`config.mk`:
```
export PLATFORM = sky130hd
export DESIGN_NAME = cache_ctrl_assoc
export DESIGN_NICKNAME = d
export VERILOG_FILES = /design/src/rtl/cache_ctrl_assoc.sv
export SDC_FILE = /design/constraint.sdc
export NUM_CORES = 1
export LEC_CHECK = 0
export CORE_MARGIN = 2
export CORE_UTILIZATION = 58
export DETAILED_ROUTE_END_ITERATION = 10
export DONT_BUFFER_PORTS = 1
export PLACE_DENSITY_LB_ADDON = 0.15
export SLEW_MARGIN = 20
export SYNTH_ARGS = -nofsm -noshare
export SYNTH_HDL_FRONTEND = slang
export SYNTH_SLANG_ARGS = --single-unit
```
`constraint.sdc`:
```
create_clock -name clk -period 7.29 [get_ports clk]
set_input_delay 0 -clock clk [delete_from_list [all_inputs] [get_ports clk]]
set_output_delay 0 -clock clk [all_outputs]
set_load 0.005 [all_outputs]
```
`src/rtl/cache_ctrl_assoc.sv`:
```
// cache_ctrl_assoc: set-associative cache controller FSM with round-robin victims, pipelined fill and memory back-pressure.
module cache_ctrl_assoc #(
  parameter int WAYS = 2,
  parameter int WORDS = 4,
  parameter int MEM_LAT = 2,
  parameter int SET_BITS = 8,
  localparam int OFF = $clog2(WORDS),
  localparam int PW = WAYS > 1 ? $clog2(WAYS) : 1
) (
  input  logic                clk,
  input  logic                rst,
  input  logic                rd,
  input  logic                wr,
  input  logic [SET_BITS-1:0] index,
  input  logic [WAYS-1:0]     way_hit,
  input  logic [WAYS-1:0]     way_valid,
  input  logic [WAYS-1:0]     way_dirty,
  input  logic                cache_err,
  input  logic                mem_err,
  input  logic                mem_stall,
  output logic                comp,
  output logic                cache_write,
  output logic                valid_in,
  output logic [WAYS-1:0]     way_en,
  output logic [OFF-1:0]      cache_offset,
  output logic [OFF-1:0]      mem_offset,
  output logic                mem_rd,
  output logic                mem_wr,
  output logic                victim_tag_sel,
  output logic                done,
  output logic                hit,
  output logic                stall,
  output logic                err
);
  typedef enum logic [2:0] {IDLE, WB, FILL, RETRY, DONE_HIT, DONE_MISS, ERR} state_t;
  state_t           state;
  logic [PW-1:0]    v, w, hit_way, vict;
  logic [OFF-1:0]   k, r;
  logic [OFF:0]     i;
  logic [MEM_LAT-1:0] pipe;
  logic [PW-1:0]    ptr [2**SET_BITS];
  logic [WAYS-1:0]  hv, v_oh;
  logic             hit_any, ret, acc;
  assign hv = way_hit & way_valid;
  assign hit_any = |hv;
  assign v_oh = WAYS'(1) << v;
  assign ret = pipe[MEM_LAT-1];
  assign acc = state == FILL && !i[OFF] && !mem_stall;
  // lowest hitting way; victim is the lowest invalid way, else the set's pointer
  always_comb begin
    hit_way = '0;
    vict = WAYS > 1 ? ptr[index] : '0;
    for (int j = WAYS - 1; j >= 0; j--) begin
      if (hv[j]) hit_way = PW'(j);
      if (!way_valid[j]) vict = PW'(j);
    end
  end
  always_ff @(posedge clk or posedge rst) begin
    if (rst) begin
      state <= IDLE;
      v <= '0;
      w <= '0;
      k <= '0;
      r <= '0;
      i <= '0;
      pipe <= '0;
      for (int s = 0; s < 2**SET_BITS; s++) ptr[s] <= '0;
    end else begin
      case (state)
        IDLE: begin
          k <= '0;
          r <= '0;
          i <= '0;
          pipe <= '0;
          if (rd & wr) state <= ERR;
          else if (rd ^ wr) begin
            if (hit_any) begin
              w <= hit_way;
              state <= DONE_HIT;
            end else if (cache_err) state <= ERR;
            else begin
              v <= vict;
              w <= vict;
              state <= way_valid[vict] & way_dirty[vict] ? WB : FILL;
            end
          end
        end
        WB: if (!mem_stall) begin
          k <= k + OFF'(1);
          if (&k) state <= FILL;
        end
        FILL: begin
          pipe <= (pipe << 1) | MEM_LAT'(acc);
          if (acc) i <= i + (OFF+1)'(1);
          if (ret) r <= r + OFF'(1);
          if (mem_err) begin
            pipe <= '0;
            state <= ERR;
          end else if (ret && &r) state <= RETRY;
        end
        RETRY: state <= DONE_MISS;
        DONE_HIT, DONE_MISS: begin
          if (WAYS > 1) ptr[index] <= w + PW'(1);
          state <= IDLE;
        end
        default: state <= IDLE;
      endcase
    end
  end
  // rst gates the only input-dependent state so outputs drop the instant reset rises
  always_comb begin
    comp = 1'b0;
    cache_write = 1'b0;
    valid_in = 1'b0;
    way_en = '0;
    cache_offset = '0;
    mem_offset = '0;
    mem_rd = 1'b0;
    mem_wr = 1'b0;
    victim_tag_sel = 1'b0;
    done = 1'b0;
    hit = 1'b0;
    stall = 1'b0;
    err = 1'b0;
    case (state)
      IDLE: if (!rst && (rd | wr)) begin
        stall = (rd & wr) | ~hit_any;
        if (rd ^ wr) begin
          comp = 1'b1;
          cache_write = wr;
          way_en = '1;
        end
      end
      WB: begin
        stall = 1'b1;
        way_en = v_oh;
        victim_tag_sel = 1'b1;
        mem_wr = 1'b1;
        cache_offset = k;
        mem_offset = k;
      end
      FILL: begin
        stall = 1'b1;
        mem_rd = !i[OFF];
        mem_offset = i[OFF-1:0];
        if (ret) begin
          cache_write = 1'b1;
          valid_in = 1'b1;
          way_en = v_oh;
          cache_offset = r;
        end
      end
      RETRY: begin
        stall = 1'b1;
        comp = 1'b1;
        cache_write = wr;
        way_en = v_oh;
      end
      DONE_HIT: begin
        done = 1'b1;
        hit = 1'b1;
      end
      DONE_MISS: done = 1'b1;
      ERR: begin
        done = 1'b1;
        err = 1'b1;
      end
      default: done = 1'b0;
    endcase
  end
endmodule

```
==> flow_metrics.env <==
export IMPL_outcome="completed"
export IMPL_synth_top_area_share_pct=51.5
export IMPL_vias=9881
export IMPL_p_per_area_nw_per_um2=282
export IMPL_ys_flop_type="dfrtp_1"
export IMPL_clk_path_buf_depth=3
export IMPL_crit_path_max_incr_delay_ps=590
export IMPL_clk_pin_slew_ps=60
export IMPL_ys_top_cells_by_count="dfrtp_1, a21oi_1, a31oi_1"
export IMPL_start_util_pct=58.5
export IMPL_yosysUniqueCellTypes=42
export IMPL_fillers=1771
export IMPL_hpwl_um=18200
export IMPL_hp_class="in -> async"
export IMPL_p_leak_nw=6.14
export IMPL_finalMaxSlewViolations=0
export IMPL_cts_tree="done"
export IMPL_multi_input_area_sq_um=5800
export IMPL_period_share_pct=50.6
export IMPL_critPathArrivalTime_ps=4180
export IMPL_tightest_slew_ps=1060
export IMPL_worst_ep_required_time_ps=7790
export IMPL_yosysSeqAreaShare_pct=51.5
export IMPL_fin_nets=1181
export IMPL_post_cts_buffers=0
export IMPL_crit_chain="mux4_2 -> mux2i_1 -> a22oi_1 -> a311oi_1 -> nor4b_1 -> a21oi_2 -> mux2i_1 -> dlygate4sd3_1 -> o22a_1 -> dlygate4sd3_1"
export IMPL_ios=37
export IMPL_root_buffer="clkbuf_16"
export IMPL_syn_area_per_cell_sq_um=10.7
export IMPL_area_growth_pct=9.70
export IMPL_routed_wl_um=33100
export IMPL_synth_cell_area_sq_um=13100
export IMPL_synth_area_top_cells="dfrtp_1, a31oi_1, mux4_2"
export IMPL_skew_ps=12.3
export IMPL_vdd_drop_max_mv=0.269
export IMPL_drc=0
export IMPL_port_buffers=0
export IMPL_cp_start_kind="flop"
export IMPL_regArea_sq_um=6760
export IMPL_diodes=0
export IMPL_cp_end_kind="flop"
export IMPL_wl_per_cell_um=22.7
export IMPL_track_usage_pct=28.4
export IMPL_synthMostInstantiatedCell="dfrtp_1"
export IMPL_slowest_stage="dlygate4sd3_1"
export IMPL_tns_ps=0
export IMPL_antenna_found_initial=0
export IMPL_die_area_sq_um=23800
export IMPL_synth_edf_count=0
export IMPL_slew_headroom_pct=29.5
export IMPL_die_h_um=154
export IMPL_fin_crit_ps=3690
export IMPL_yosysTopAreaCell="dfrtp_1"
export IMPL_row_count=55
export IMPL_cts_sinks=270
export IMPL_grt_overflow=0
export IMPL_core_area_sq_um=22400
export IMPL_ys_warn_count=0
export IMPL_syn_num_nets=1256
export IMPL_die_x_um=154
export IMPL_place_congestion=0.799
export IMPL_firstDrtPassIters=5
export IMPL_rsz0062_at_grt="no"
export IMPL_cts_resized=0
export IMPL_timing_fmax_mhz=271
export IMPL_async_flop_share_pct=100
export IMPL_grt_pass1_wl_um=53800
export IMPL_drt_iter0_markers=1048
export IMPL_htreeDepth=1
export IMPL_grt_start_max_net_pins=210
export IMPL_drv_cap=0
export IMPL_cts_made_buffers=29
export IMPL_clock_latency_ps=570
export IMPL_holdWs_ps=29.9
export IMPL_ant_nets=0
export IMPL_grt_pass1_vias=9381
export IMPL_setup_viol=0
export IMPL_path_max_fanout=2
export IMPL_drive_above_1_share_pct=14.9
export IMPL_synthCells=1228
export IMPL_critical_path_class="reg -> reg"
export IMPL_viasPerCell=6.78
export IMPL_synth_seq_cells=270
export IMPL_final_hold_violation_count=0
-- area by class of cell --
type                       instances  share of cell area (%)
tap                              285                    2.48
sequential                       270                    47.0
inverter                          12                   0.339
clock inverter                     7                   0.539
clock buffer                      43                    5.89
multi-input combinational        788                    40.3
timing repair buffer              52                    3.44
-- worst max-delay path: cells and delay by family (launching register included) --
family | cells | cell delay (ps)
mux | 3 | 1120
compound gates | 4 | 850
flops | 1 | 380
buf+inv | 2 | 1140
simple gates | 1 | 120
-- metal layers --
| metal | up-vias | share of wire [%] | wire length, um | GRT usage, % |
|---|---|---|---|---|
| met5 | - | 0 | 0 | 0 |
| met4 | 0 | 1.9 | 639 | 7.14 |
| met3 | 42 | 7.2 | 2370 | 5.07 |
| met2 | 360 | 46 | 15200 | 43.1 |
| met1 | 4898 | 45 | 14900 | 43.2 |
| li1 | 4581 | - | - | - |
-- where the power goes --
| part | switching [W] | internal, W | total, W | leakage, nW |
|---|---|---|---|---|
| Clock | 0.000599 | 0.000837 | 0.00144 | 0.456 |
| Combinational | 0.000480 | 0.000299 | 0.000779 | 1.96 |
| Sequential | 0.000164 | 0.00169 | 0.00185 | 3.72 |
| Total | 0.00124 | 0.00282 | 0.00406 | 6.14 |
-- final timing paths --
check,start,endpoint,slack (ps),cells after the start
setup / recovery,ptr[56]$_DFFE_PP0P_,state[1]$_DFFE_PP0P_,3600,10
setup reg to reg,ptr[56]$_DFFE_PP0P_,state[1]$_DFFE_PP0P_,3600,10
hold / removal,rst,pipe[1]$_DFFE_PP0P_,30,3
max in group asynchronous,rst,ptr[164]$_DFFE_PP0P_,5840,4
min in group clk,index[7],ptr[69]$_DFFE_PP0P_,40,3
hold reg to reg,r[0]$_DFFE_PP0P_,r[0]$_DFFE_PP0P_,520,1
-- layout by cell type, fill, tap and decap left out, types with 2 or more instances in the layout --
cell type      instances
nor2_1                17
a31oi_1              258
clkbuf_8               7
buf_12                 2
nor2_2                15
a311oi_1               4
clkbuf_16             29
mux4_2                65
buf_4                 25
clkbuf_1               7
o21ai_0               10
nand2b_1               9
a22oi_1               20
a22o_1                 2
ha_1                   7
nor3_1                 3
nand3_1                8
nand2_1               33
or3_1                  2
nor2_4                 8
a21oi_1              267
and2_1                 4
mux2i_1               23
clkinvlp_4             2
nor2b_1                6
dfrtp_1              269
nor3_2                 8
inv_1                 11
clkinv_2               4
dlygate4sd3_1         24
-- logic make-up after synthesis --
family / synth area share (%)
compound gates: 25.2
fa+ha+maj: 0.668
simple gates: 4.26
mux: 13.0
flops: 51.5
buf+inv: 5.42
-- per-stage QoR --
stage,setup WS (ps),cell area (sq um),total power [W],std cells,util (%)
final,3600,14400,0.00406,1457,64.1
after global routing,3470,14400,0.00425,1457,64.1
after CTS,3680,14300,0.00407,1456,63.9
after detailed placement,4720,13200,0.00261,1382,58.7
after global placement,4740,13200,0.00259,1382,58.7
after floorplan,3720,13100,0.00245,1228,-
-- registers in the layout, summed over array words and instances (netlist names) --
name and count:
i 3, v 1, state 3, ptr 256, w 1, k 2
pipe 2, r 2
-- timing repair --
| item | CTS | global route |
|---|---|---|
| hold endpoints to repair | 318 | 0 |
| hold buffers | 24 | 0 |
| endpoints found under the setup margin | 0 | 0 |
(Power assumes the default switching activity.)
